$ cat config.mk
export PLATFORM = sky130hd
export DESIGN_NAME = spdif_encoder
export DESIGN_NICKNAME = d
export VERILOG_FILES = /design/src/rtl/spdif_encoder.sv
export SDC_FILE = /design/constraint.sdc
export NUM_CORES = 1
export LEC_CHECK = 0
export CAP_MARGIN = 0
export CORE_MARGIN = 2
export CORE_UTILIZATION = 25
export CTS_BUF_LIST = sky130_fd_sc_hd__clkbuf_16
export DETAILED_ROUTE_END_ITERATION = 10
export RECOVER_POWER = 100
export SLEW_MARGIN = 20
export SYNTH_ARGS = -nofsm -noshare
export SYNTH_HDL_FRONTEND = slang
export SYNTH_SLANG_ARGS = --single-unit
$ cat constraint.sdc
create_clock -name clk_in -period 6.2 [get_ports clk_in]
set_input_delay 1.55 -clock clk_in [delete_from_list [all_inputs] [get_ports clk_in]]
set_output_delay 1.55 -clock clk_in [all_outputs]
set_load 0.02 [all_outputs]
$ cat src/rtl/spdif_encoder.sv
// IEC 60958 (S/PDIF) transmitter: stereo 24-bit PCM in, biphase-mark line out.
// Two-stage sample buffering (holding + active), B/M/W preambles, V/U/C/P bits.
module spdif_encoder #(
   parameter int unsigned CLK_DIV = 4,
   parameter logic [31:0] CS_WORD = 32'h02000004
) (
   input  logic        clk_in,
   input  logic        resetb,
   input  logic        enable,
   input  logic [23:0] sample_l,
   input  logic [23:0] sample_r,
   input  logic        sample_valid,
   output logic        sample_ready,
   output logic        spdif_out,
   output logic        frame_start,
   output logic        block_start,
   output logic        underrun
);

   localparam int unsigned DivW = (CLK_DIV > 1) ? $clog2(CLK_DIV) : 1;
   localparam logic [7:0] PreB = 8'b11101000;
   localparam logic [7:0] PreM = 8'b11100010;
   localparam logic [7:0] PreW = 8'b11100100;

   typedef enum logic [1:0] {StIdle, StPre, StData, StPar} state_e;

   state_e          state_q;
   logic [DivW-1:0] div_q;
   logic            sub_q;       // 0 = left subframe, 1 = right
   logic [4:0]      slot_q;
   logic            half_q;
   logic [7:0]      frame_q;
   logic [23:0]     hold_l_q, hold_r_q, act_l_q, act_r_q;
   logic            hold_full_q;
   logic            v_q;
   logic            pre_lvl_q;   // line level just before the current preamble

   logic            tick, accept, frame_tick;
   logic [23:0]     cur_sample;
   logic            c_bit, data_bit, par_bit, pre_lvl, next_ui;
   logic [7:0]      pre_pat;
   logic [2:0]      pre_idx;
   logic [4:0]      next_slot;
   logic [4:0]      aud_idx;

   assign sample_ready = ~hold_full_q;
   assign tick         = enable && (div_q == DivW'(CLK_DIV - 1));
   assign accept       = sample_valid && ~hold_full_q;
   assign frame_tick   = tick && ~sub_q && (slot_q == 5'd0) && ~half_q;

   always_comb begin
      cur_sample = sub_q ? act_r_q : act_l_q;
      c_bit      = (frame_q[7:5] == 3'd0) && CS_WORD[frame_q[4:0]];
      par_bit    = (^cur_sample) ^ v_q ^ c_bit;
      aud_idx    = slot_q - 5'd4;
      unique case (slot_q)
         5'd28:   data_bit = v_q;
         5'd29:   data_bit = 1'b0;
         5'd30:   data_bit = c_bit;
         default: data_bit = cur_sample[aud_idx];
      endcase
      if (sub_q) begin
         pre_pat = PreW;
      end else if (frame_q == 8'd0) begin
         pre_pat = PreB;
      end else begin
         pre_pat = PreM;
      end
      pre_idx = 3'd7 - {slot_q[1:0], half_q};
      pre_lvl = ((slot_q == 5'd0) && ~half_q) ? spdif_out : pre_lvl_q;
      unique case (state_q)
         StIdle, StPre: next_ui = pre_pat[pre_idx] ^ pre_lvl;
         StData:        next_ui = half_q ? (spdif_out ^ data_bit) : ~spdif_out;
         StPar:         next_ui = half_q ? (spdif_out ^ par_bit) : ~spdif_out;
         default:       next_ui = 1'b0;
      endcase
      next_slot = half_q ? slot_q + 5'd1 : slot_q;
   end

   always_ff @(posedge clk_in or negedge resetb) begin
      if (!resetb) begin
         state_q     <= StIdle;
         div_q       <= '0;
         sub_q       <= 1'b0;
         slot_q      <= 5'd0;
         half_q      <= 1'b0;
         frame_q     <= 8'd0;
         hold_l_q    <= 24'd0;
         hold_r_q    <= 24'd0;
         act_l_q     <= 24'd0;
         act_r_q     <= 24'd0;
         hold_full_q <= 1'b0;
         v_q         <= 1'b0;
         pre_lvl_q   <= 1'b0;
         spdif_out   <= 1'b0;
         frame_start <= 1'b0;
         block_start <= 1'b0;
         underrun    <= 1'b0;
      end else begin
         frame_start <= 1'b0;
         block_start <= 1'b0;
         underrun    <= 1'b0;
         if (accept) begin
            hold_l_q <= sample_l;
            hold_r_q <= sample_r;
         end
         // Frame-start transfer empties the holding reg unless a new pair lands now.
         if (frame_tick) begin
            hold_full_q <= accept;
         end else if (accept) begin
            hold_full_q <= 1'b1;
         end
         if (!enable) begin
            state_q   <= StIdle;
            div_q     <= '0;
            sub_q     <= 1'b0;
            slot_q    <= 5'd0;
            half_q    <= 1'b0;
            frame_q   <= 8'd0;
            pre_lvl_q <= 1'b0;
            spdif_out <= 1'b0;
         end else begin
            div_q <= tick ? '0 : div_q + 1'b1;
            if (state_q == StIdle) begin
               state_q <= StPre;
            end
            if (tick) begin
               spdif_out <= next_ui;
               if ((slot_q == 5'd0) && ~half_q) begin
                  pre_lvl_q <= spdif_out;
               end
               if (frame_tick) begin
                  frame_start <= 1'b1;
                  block_start <= (frame_q == 8'd0);
                  underrun    <= ~hold_full_q;
                  act_l_q     <= hold_full_q ? hold_l_q : 24'd0;
                  act_r_q     <= hold_full_q ? hold_r_q : 24'd0;
                  v_q         <= ~hold_full_q;
               end
               half_q <= ~half_q;
               if (half_q) begin
                  slot_q <= next_slot;
                  if (slot_q == 5'd31) begin
                     sub_q <= ~sub_q;
                     if (sub_q) begin
                        frame_q <= (frame_q == 8'd191) ? 8'd0 : frame_q + 8'd1;
                     end
                  end
               end
               if (next_slot < 5'd4) begin
                  state_q <= StPre;
               end else if (next_slot == 5'd31) begin
                  state_q <= StPar;
               end else begin
                  state_q <= StData;
               end
            end
         end
      end
   end

endmodule

After elaboration in Yosys (flattened, before gate mapping) --
Memory sizes are Yosys's and may differ from the RTL's. Index checks and enable logic that the tools add are counted.
Storage, ports and cells: word-level logic and storage cells 122, flip-flop bits (word level) 122, output and inout port bits 5, bits in latches 0, bits in read-only memories 32, memories 1, bits in writable memories 0, bits of input ports 52
Memories:
- (name not given) | words 32, bits a word 1, rd ports 1, clocked after memory_dff 0, write ports 0, line 53 | c_bit = (frame_q[7:5] == 3'd0) && CS_WORD[frame_q[4:0]];
Cells by class: magnitude comparators 4, eq/ne operators 15, $mul 0, divide/modulo/power cells 0, shift-type cells 0, reduce and logical (&&, ||, !) cells 18, bitwise gates (word level) 9, add/subtract/negate cells 5, multiplexer cells 53
Operator list (count):
- two-way mux 24 bit | 3
- two-way mux 8 bit | 6
- two-way mux 1 bit | 28
- equality test 5 bit, second input constant | 5
- parity 24 bit | 1
- two-way mux 5 bit | 4
- < comparator 5 x 6 -> 1 bit, second input constant | 2
- two-way mux 2 bit | 6
- adder 8 x 1 -> 8 bit, second input constant | 1
- equality test 8 bit, second input constant | 1
- logical NOT 8 bit | 1
- two-way mux 4 bit | 2
- inequality test 2 x 1 -> 1 bit, second input constant | 4
- logical AND 1 bit | 7
- equality test 2 bit, second input constant | 3
- case mux 1 bit (3 select lines) | 2
- AND reduction 3 bit | 2
- adder 5 x 1 -> 5 bit, second input constant | 1
- binary-select mux 1 bit (select 5 bit) | 1
- logical NOT 5 bit | 1
- < comparator 5 x 3 -> 1 bit, second input constant | 1
- subtractor 5 x 3 -> 5 bit, second input constant | 1
- XOR 1 bit | 5
- < comparator 3 x 4 -> 1 bit, second input constant | 1
- 12 further kinds | 15

Longest topological paths before layout --
depth in word-level cells 9, depth in mapped cells 12, gate-level depth less buffers 11

Worst setup path after synthesis --
Ideal clock, no wire load.
path kind input port to flip-flop, from input sample_valid, to register hold_l_q[12], required time 6.075 ns, arrival time 2.821 ns, setup slack 3.254 ns, cell stages on the path 4, path buffers 2, cells stage by stage nor2b_1 clkbuf_1 buf_1 mux2_2
On the way: longest elaborated chain between the ends 1
RTL lines:
- start, declared | line 12 | input logic sample_valid,
- logical AND 1 bit | line 48 | assign accept = sample_valid && ~hold_full_q;
- end signal, assigned | line 104 | hold_l_q <= sample_l;
- end, declared | line 33 | logic [23:0] hold_l_q, hold_r_q, act_l_q, act_r_q;
No other way between the ends. A chain may end at the register's enable or synchronous reset.

Final worst setup path --
from input enable, to register act_l_q[22]
On the way: longest elaborated chain between the ends 5
RTL lines:
- start, declared | line 9 | input logic enable,
- logical AND 1 bit | line 47 | assign tick = enable && (div_q == DivW'(CLK_DIV - 1));
- logical AND 1 bit (3 in series) | line 49 | assign frame_tick = tick && ~sub_q && (slot_q == 5'd0) && ~half_q;
- AND reduction 3 bit (no source line) *
- end signal, assigned | line 136 | act_l_q <= hold_full_q ? hold_l_q : 24'd0;
- end, declared | line 33
Mark *: on every way between the ends. The rest lies on a longest branch, timed or not.

==> results.tsv <==
stage	metric	value	unit
critical_path	Critical Path AT	4.67	ns
sta	Peak Freq	0.2287	GHz
cts	Worst-path clk slew	0.05	ns
min_path	Worst Hold Path Cells	1	
sta	Max Clock Skew	0.01385	ns
critical_path	buffers plus inverters on the worst setup path	4	
sta	Final Slew Violations	123	
cts	number of clock sinks	122	
critical_path	crit-path max cell delay	1.58	ns
pwr	Pint	2158	µW
floorplanning	die area	0.02554	mm²
pwr	Clk pwr share	27.3	%
outcome	failing checks	max-capacitance violations, max-slew violations	
routing	DRC Markers	0	
synth	Main synth FF type	dfrtp_1	
pwr	worst vdd ir	239.1	µV
final_layout	ant diodes	0	
sta	Slew HR	-62.76	%
routing	DRT iter0 DRCs	213	
global_route	Total GRT Usage	11.05	%
synth	#FFs+latches synth	122	
final_layout	NumNets Final	672	
pwr	Power Dens Cells	434.8	mW/mm²
floorplanning	initial core utilization	25.18	%
sta	RSZ-0062 raised after global routing	no	
synth	Avg Cell Area, Syn	10.88	µm²
critical_path	CP max-delay cell	clkbuf_1	
critical_path	worst endpoint required time	6.50	ns
global_route	first-pass GRT wire length	22440	µm
cts	Resized cells post-CTS	0	
cts	clk_lat worst skew	0.42	ns
routing	Avg WL per Cell	14.08	µm
critical_path	crit start category	input pin	
cts	CTS H-tree depth	4	
synth	Synth async-reset ratio	100.0	%
place	Place WS	2.476	ns
sta	# setup viols final	0	
critical_path	crit path max fanout	53	
outcome	outcome	finished, violations left	
critical_path	CP dominant cell by count	nand2_1	
critical_path	Crit Path Class	input pin to flip-flop	
synth	Syn Inst Count	558	
synth	net count after synthesis	624	
critical_path	Worst path depth	8	
place	gpl congestion	0.7672	
pwr	Switching Fraction	33.14	%
floorplanning	CORE AREA	0.02411	mm²
cts	CTS tree	yes	
floorplanning	I/O pin count	57	
pwr	Leak	0.003306	µW
routing	via/cell ratio	4.423	
min_path	Worst Hold Class	flip-flop to flip-flop	
final_layout	multi-input logic area	0.002783	mm²
sta	Fin. Hold Viols	0	
cts	Post CTS Setup Buffer Count	0	
pwr	Sequential Power Share	42.0	%
routing	DR vias	4171	
global_route	antenna violations before repair	0	
sta	final worst setup slack	1.828	ns
global_route	largest net degree at the start of global routing	78	
place	PortBufs	56	
pwr	combinational power share	30.7	%
global_route	vias in the first global route	4151	
final_layout	most common cell after layout, fill and taps aside	dfrtp_1	
cts	hold buffers post-CTS	0	
final_layout	P&R area growth vs syn	22.28	%
critical_path	CP Capture Type	flip-flop	
cts	CTS root buf	clkbuf_16	
final_layout	layout cell share with drive strength beyond 1	15.51	%
routing	Detail Route Antenna Nets	0	
place	HPWL after detailed placement	9107	µm
synth	Post-synth EDFFs	0	
final_layout	fillers	2547	
critical_path	critical path's top delay family	buffers and inverters	
floorplanning	# rows	57	
cts	cts bufs inserted	17	
final_layout	Sequential cell area	0.003053	mm²
floorplanning	chip width	159.8	µm
critical_path	critical-path cell list	dlygate4sd3_1 > nand2_1 > or3_1 > clkbuf_1 > inv_1 > buf_4 > nand3_1 > nand2_1	
routing	Total Wirelength	13280	µm
sta	Sum Neg Setup Slack	0	ns
sta	Tmin final	4.372	ns
synth	synth warn	0	
critical_path	worst r2r path cells	9	
cts	CTS Buffer Depth	2	
synth	register area share after synthesis	50.30	%
synth	Netlist cell types	46	
sta	final cycle utilization of the critical path	70.52	%
pwr	total net switching power	1069	µW
flow_run	max_cap viols	3	
sta	Min Hold Slack	0.4322	ns
floorplanning	Die Ht	159.8	µm
sta	Worst Tran Pin Value	2.441	ns
routing	DRT Pass-1 Iters	4	
final_layout	most frequent cells in the layout	122 x dfrtp_1, 115 x nand2_1, 56 x nand3_1, 49 x mux2_2, 48 x clkdlybuf4s50_1	
synth	Post-Syn Area	0.006070	mm²
global_route	grt ovf	0	
[flip-flops by register name (all words and copies together) (netlist names), 2 cells and up]
name / flops
slot_q: 5
frame_q: 8
div_q: 2
hold_r_q: 24
hold_l_q: 24
state_q: 2
act_l_q: 24
act_r_q: 24
[cell usage after synthesis (all sizes together) (2+ instances only)]
cell type / instances / area [µm²]
dfrtp: 122 / 3053
nand2: 115 / 431.7
nand3: 56 / 280.3
mux2: 49 / 551.8
xor2: 28 / 245.2
xnor2: 22 / 192.7
clkbuf: 21 / 78.83
nor2: 20 / 75.07
ha: 14 / 175.2
inv: 14 / 52.55
mux4: 13 / 307.8
buf: 12 / 95.09
mux2i: 12 / 120.1
o21ai: 10 / 53.80
a21oi: 9 / 45.04
and3: 4 / 25.02
nor3: 4 / 20.02
a21o: 3 / 22.52
a22oi: 3 / 22.52
nand4: 3 / 18.77
a22o: 2 / 17.52
and2: 2 / 12.51
nor3b: 2 / 15.01
o31ai: 2 / 15.01
[kinds of logic (layout without fill, tap and decap cells)]
logic type | Yosys count | in the layout | synth area share [%]
buffers and inverters | 47 | 108 | 3.731
AOI/OAI and AO/OA | 38 | 38 | 4.309
xor gates and xnor gates | 50 | 50 | 7.215
DFF | 122 | 122 | 50.30
and+or+nand+nor | 213 | 213 | 15.42
muxes | 74 | 74 | 16.14
adders and majority gates | 14 | 14 | 2.886
[power groups by stage]
stage | registers, µW | clock network [µW] | logic [µW]
2_1_floorplan | 1270 | 0 | 827
3_3_place_gp | 1370 | 0 | 1000
3_5_place_dp | 1380 | 0 | 1020
4_1_cts | 1360 | 906 | 1030
5_1_grt | 1400 | 938 | 1110
6_report | 1360 | 882 | 989
[worst paths after layout]
check / to / slack, ns / from
worst max-delay path: act_l_q[22] / 1.83 / enable
worst min-delay path: div_q[0] / 0.43 / div_q[0]
worst max register to register: act_l_q[22] / 2.06 / slot_q[0]
worst min register to register: div_q[0] / 0.43 / div_q[0]
max in group asynchronous: act_l_q[0] / 2.29 / resetb
min in group asynchronous: frame_q[5] / 1.15 / resetb
[layout make-up]
type | instances | area share [%]
Inverter | 14 | 0.7080
Tap cell | 324 | 5.462
Clock inverter | 15 | 1.399
Timing Repair Buffer | 62 | 8.075
Clock buffer | 17 | 5.732
Multi-Input combinational cell | 389 | 37.49
Sequential cell | 122 | 41.13
[metrics by stage]
step	area, µm²	utilization, %	instances	power, µW
finish	7422	30.79	943	3227
global route	7422	30.79	943	3451
CTS	7441	30.87	943	3305
detailed placement	6912	28.67	911	2399
global placement	6912	28.67	911	2371
floorplan	6070	-	558	2096
[routing by layer]
metal / up-vias / part of all wire, % / GRT usage (%)
met2: 67 / 48 / 17.12
met3: 12 / 3.7 / 2.805
met4: 0 / 1.3 / 3.972
li1: 2003 / - / -
met1: 2089 / 47 / 15.01
met5: - / 0 / 0
Note: power is estimated with default switching activity, not from simulation.
==> edit 1 (config.mk and constraints unchanged) <==
Change the parameter `CLK_DIV` from 4 to 8.
--- a/src/rtl/spdif_encoder.sv
+++ b/src/rtl/spdif_encoder.sv
@@ -1,7 +1,7 @@
 // IEC 60958 (S/PDIF) transmitter: stereo 24-bit PCM in, biphase-mark line out.
 // Two-stage sample buffering (holding + active), B/M/W preambles, V/U/C/P bits.
 module spdif_encoder #(
-   parameter int unsigned CLK_DIV = 4,
+   parameter int unsigned CLK_DIV = 8,
    parameter logic [31:0] CS_WORD = 32'h02000004
 ) (
    input  logic        clk_in,
Function: changed (a bounded check fails within 10 cycles, from zero or initial values and one cycle with resetb low).
==> edit 1 against the unedited design <==
- the flow still finishes with violations (capacitance limit, slew limit)
- register-to-register slack improved by 840 ps
- final area up 2.9%
- synthesized area increased by 2.7%
- sequential cell count is 1 higher
- via count is 3.8% higher
- wire length is 1.7% higher
- maximum frequency grew 3.5%
- global-route usage about the same
- die area grew 2.7%
- worst setup slack better by 150 ps
- critical path depth down 4
- count of clock-buffer cells in the layout unchanged
- highest routed layer unchanged
Power is not compared: it rests on default switching activity, and its combinational part moved more than twofold at a synthesized area within 25%.
==> edit 1: results (changes against the unedited design) <==
Status
  – Outcome: complete, but fails checks
  – Failing checks: capacitance limit, slew limit

Logic synthesis
  – Top cell type's share of synthesized area: 0.494 (-0.00931)
  – Synth top cells by count: nand2_1, dfrtp_1, nand3_1, mux2_2, clkbuf_1
  – Synth Net Count: 660 (+5.8%)
  – Unique masters post-synth: 49 (+6.5%)
  – Number of synthesized register bits: 123 (+0.82%)
  – Sequential element share of the synthesized area: 0.494 (-0.00931)
  – Mean Syn Cell Area: 10.5 µm² (-3.3%)
  – Top post-synthesis cells by area: dfrtp_1, mux2_2, nand2_1

GRT
  – Vias in the first global route: 4364 (+5.1%)
  – GRT Overall Usage: 0.110 (-0.000263)
  – Grt met1 use: 0.147 (-0.00337)
  – Pin count of the biggest net entering global routing: 68 (-13%)
  – GR Layer Usage met2: 0.170 (-0.00137)
  – Met3 Use GR: 0.0306 (+0.00259)
  – First-pass GRT wire length: 22.8 mm (+1.5%)

Layout
  – Multi-In Gates: 424 (+9.0%)
  – NonClk Buf Share: 0.0785 (-0.00228)
  – Layout cell share with drive strength beyond 1: 0.141 (-0.0140)
  – Area of the multi-input gates: 2950 µm² (+6.2%)
  – Fillers: 2544 (-0.12%)
  – Bufs w/o clock: 62 (unchanged)
  – N_diodes: 0 (unchanged)
  – Non-Clock Inverter Count: 11 (-3)
  – Fin nets: 706 (+5.1%)
  – Clock-cell share of area: 0.0732 (+0.00192)
  – FF/Latch Area: 3080 µm² (+0.82%)

Placed design
  – Post-DP HPWL: 9.19 mm (+0.89%)
  – GP Congestion: 0.805 (+5.0%)
  – Placed insts: 944 (+3.6%)
  – IO Port Bufs: 56 (unchanged)

Setup path
  – Worst path max stage delay: 1500 ps (-80 ps)
  – Reg-to-reg startpoint: hold_full_q$_DFFE_PN0P_
  – CP Data Arrival Time: 4520 ps (-150 ps)
  – Reg2reg path depth: 4 (-5)
  – CP Launch Point: sample_valid
  – Slowest CP cell: nor2b_1
  – Cell family with most CP delay: simple AND/OR/NAND/NOR gates
  – Worst reg2reg setup slack: 2900 ps (+840 ps)
  – Worst r2r dst: hold_l_q[17]$_DFFE_PN0P_
  – Worst Path Max Fanout: 26 (-51%)

CTS
  – H-Tree Level Count: 4 (unchanged)
  – Clock Latency Late Sink: 420 ps (about the same)
  – Longest Clk Path Bufs: 2 (unchanged)
  – Clock slew at reported path FFs: 50 ps (about the same)

Timing
  – Final hold slack: 438 ps (+5.38 ps)
  – Slew headroom: -0.326 (+0.302)
  – Final Skew: 8.96 ps (-4.89 ps)
  – Max-slew violation count: 25 (-80%)

Detailed routing
  – Routed WL: 13.5 mm (+1.7%)
  – Initial DRC count: 243 (+14%)
  – DR vias/cell: 4.43 (+0.26%)
  – Vias: 4328 (+3.8%)

Pwr
  – Max VDD drop: about 0.17 mV
  – Comb power frac: 0.171

Hold path
  – Worst min path class: register to register

Flow run
  – MaxCap Viol Count: 1 (-2)
[edit 1: cell types whose count changed in the layout (fill, tap and decap cells not counted), sizes merged, moves of 4 or more]
cell | unedited run | this run
mux4 | 13 | 8
a21boi | 0 | 6
inv | 19 | 14
nor2 | 20 | 12
nand2 | 115 | 132
and2 | 2 | 7
mux2i | 12 | 22
nand3 | 56 | 60
a21oi | 9 | 4
[edit 1: layer usage]
metal | up-vias | wire (µm)
met2 | 74 | 6160
met1 | 2108 | 6690
met3 | 16 | 488
met5 | - | 0
met4 | 0 | 178
li1 | 2130 | -
[edit 1: cell families (layout without fill, tap and decap cells)]
logic type                 Yosys count  after routing  share of synthesized area
AOI/OAI and AO/OA                   48             48                     0.0540
xor gates and xnor gates            45             45                     0.0644
adders and majority gates           15             15                     0.0301
buffers and inverters               46            105                     0.0325
DFF                                123            123                      0.494
muxes                               78             78                      0.153
and+or+nand+nor                    238            238                      0.172
[edit 1: worst min-delay path by stage]
stage	depth (start not counted)	startpoint	end
2_1_floorplan	1	div_q[0]$_DFF_PN0_	div_q[0]$_DFF_PN0_
3_3_place_gp	1	div_q[0]$_DFF_PN0_	div_q[0]$_DFF_PN0_
3_5_place_dp	1	div_q[0]$_DFF_PN0_	div_q[0]$_DFF_PN0_
4_1_cts	1	div_q[0]$_DFF_PN0_	div_q[0]$_DFF_PN0_
5_1_grt	1	div_q[0]$_DFF_PN0_	div_q[0]$_DFF_PN0_
6_report	1	div_q[0]$_DFF_PN0_	div_q[0]$_DFF_PN0_
[edit 1: per-stage QoR]
step	worst slack (ps)	power (mW)	cell area [µm²]
4_1_cts	2600	2.54	7650
3_5_place_dp	2190	1.59	7090
2_1_floorplan	3250	1.43	6230
3_3_place_gp	2220	1.57	7090
5_1_grt	1680	2.64	7640
6_report	1980	2.50	7640
==> edit 2 (same settings) <==
Made on the original files. Make the reset (`resetb`) synchronous in one clocked block.
--- a/src/rtl/spdif_encoder.sv
+++ b/src/rtl/spdif_encoder.sv
@@ -77,7 +77,7 @@
       next_slot = half_q ? slot_q + 5'd1 : slot_q;
    end
 
-   always_ff @(posedge clk_in or negedge resetb) begin
+   always_ff @(posedge clk_in) begin
       if (!resetb) begin
          state_q     <= StIdle;
          div_q       <= '0;
Behaviour: differs if resetb is asserted again (counterexample within 4 cycles, from zero or initial values and one cycle with resetb low); with resetb held inactive, the same outputs for 10 cycles.
==> edit 2 against the unedited design <==
- cell count rose by 9.8%
- hold slack got worse by 4.6 ps
- count of clock-buffer cells in the layout did not move
- synthesized area fell by 2.9%
- sequential cell count rose by 1
- worst setup slack got worse by 130 ps
- the flow still finishes with violations (capacitance limit, slew limit)
- maximum frequency fell by 2.9%
- final area fell by 2.1%
- wire length rose by 1.2%
Power is not compared: it rests on default switching activity, and its combinational part moved more than twofold at a synthesized area within 25%.
==> edit 2: results (changes against the unedited design) <==
Status
  – Outcome: complete, but fails checks
  – Failing checks: capacitance limit, slew limit

Setup path
  – Reg-to-reg startpoint: sub_q$_SDFFE_PN0P_
  – Worst r2r dst: spdif_out$_SDFFE_PN0N_
  – Worst reg2reg setup slack: 2080 ps (+20 ps)
  – CP Data Arrival Time: 4850 ps (+180 ps)
  – Worst Path Max Fanout: 49 (-7.5%)

Timing
  – Worst Tran Pin Value: 2960 ps (+520 ps)
  – Final hold slack: 428 ps (-4.61 ps)
  – Max-slew violation count: 101 (-18%)
  – Final Skew: 9.52 ps (-4.33 ps)

Placed design
  – Pre-CTS WS: 1970 ps (-508 ps)
  – Post-DP HPWL: 9.22 mm (+1.2%)
  – Placed Area: 6700 µm² (-3.1%)
  – Placed insts: 1003 (+10%)
  – GP Congestion: 0.789 (+2.9%)

GRT
  – Pin count of the biggest net entering global routing: 101 (+29%)
  – Vias in the first global route: 4384 (+5.6%)
  – First-pass GRT wire length: 22.4 mm (about the same)
  – GRT Overall Usage: 0.115 (+0.00476)

Detailed routing
  – Initial DRC count: 290 (+36%)
  – DR vias/cell: 4.35 (-1.7%)
  – Routed wire per std cell: 13.0 µm (-7.8%)
  – Vias: 4500 (+7.9%)

Logic synthesis
  – Synth Net Count: 736 (+18%)
  – Sequential element share of the synthesized area: 0.418 (-0.0852)
  – Top post-synthesis cells by area: dfxtp_1, a21boi_0, nand2_1
  – Ys async rst share: 0 (-1.00)
  – Synth top cells by count: nand2_1, dfxtp_1, a21boi_0, nand3_1, clkbuf_1
  – Mean Syn Cell Area: 8.77 µm² (-19%)

CTS
  – Clock Latency Late Sink: 420 ps (about the same)

Layout
  – Fin nets: 767 (+14%)
  – Layout cell share with drive strength beyond 1: 0.0726 (-0.0825)

Hold path
  – WHS Endpoint: div_q[0]$_SDFF_PP0_
  – Hold Path Origin: div_q[0]$_SDFF_PP0_

Flow run
  – MaxCap Viol Count: 2 (-1)
## edit 2: final cells by class
| class | instances | area (µm²) |
|---|---|---|
| Clock buffer | 17 | 425 |
| Clock inverter | 15 | 188 |
| Fill cell | 2477 | 16100 |
| Inverter | 11 | 41.3 |
| Multi-Input combinational cell | 488 | 3160 |
| Sequential cell | 123 | 2460 |
| Tap cell | 319 | 399 |
| Timing Repair Buffer | 62 | 593 |
## edit 2: cells by family after synthesis
kind of cell | share of synthesized area
and+or+nand+nor | 0.200
muxes | 0.0868
adders and majority gates | 0.0255
AOI/OAI and AO/OA | 0.155
buffers and inverters | 0.0427
DFF | 0.418
xor gates and xnor gates | 0.0730
## edit 2: layer usage
metal | GRT usage | up-vias | share of wire | wire [µm]
li1 | - | 2336 | - | -
met1 | 0.156 | 2078 | 0.51 | 6860
met2 | 0.177 | 76 | 0.44 | 5950
met3 | 0.0339 | 10 | 0.037 | 493
met4 | 0.0346 | 0 | 0.010 | 137
met5 | 0 | - | 0 | 0
## edit 2: worst max-delay path, cell delays in order
cell,delay (ps)
dlygate4sd3_1,540
nor2b_1,2200
nand2_1,290
a21boi_0,250
## edit 2: worst max-delay path by stage
| stage | from | to | slack [ps] |
|---|---|---|---|
| 6_report | sample_valid | hold_r_q[16]$_SDFFE_PN0P_ | 1700 |
| 5_1_grt | sample_valid | hold_r_q[17]$_SDFFE_PN0P_ | 1230 |
| 4_1_cts | enable | register | 2400 |
| 3_5_place_dp | enable | register | 1970 |
| 3_3_place_gp | enable | register | 2040 |
| 2_1_floorplan | enable | register | 2840 |
## edit 2: power by group
part	internal [mW]	total [mW]	leakage, nW	switching, mW
combinational	0.0521	0.105	1.28	0.0526
clock	0.640	1.03	0.304	0.387
sequential	0.812	0.824	0.999	0.0123
total	1.50	1.96	2.58	0.452
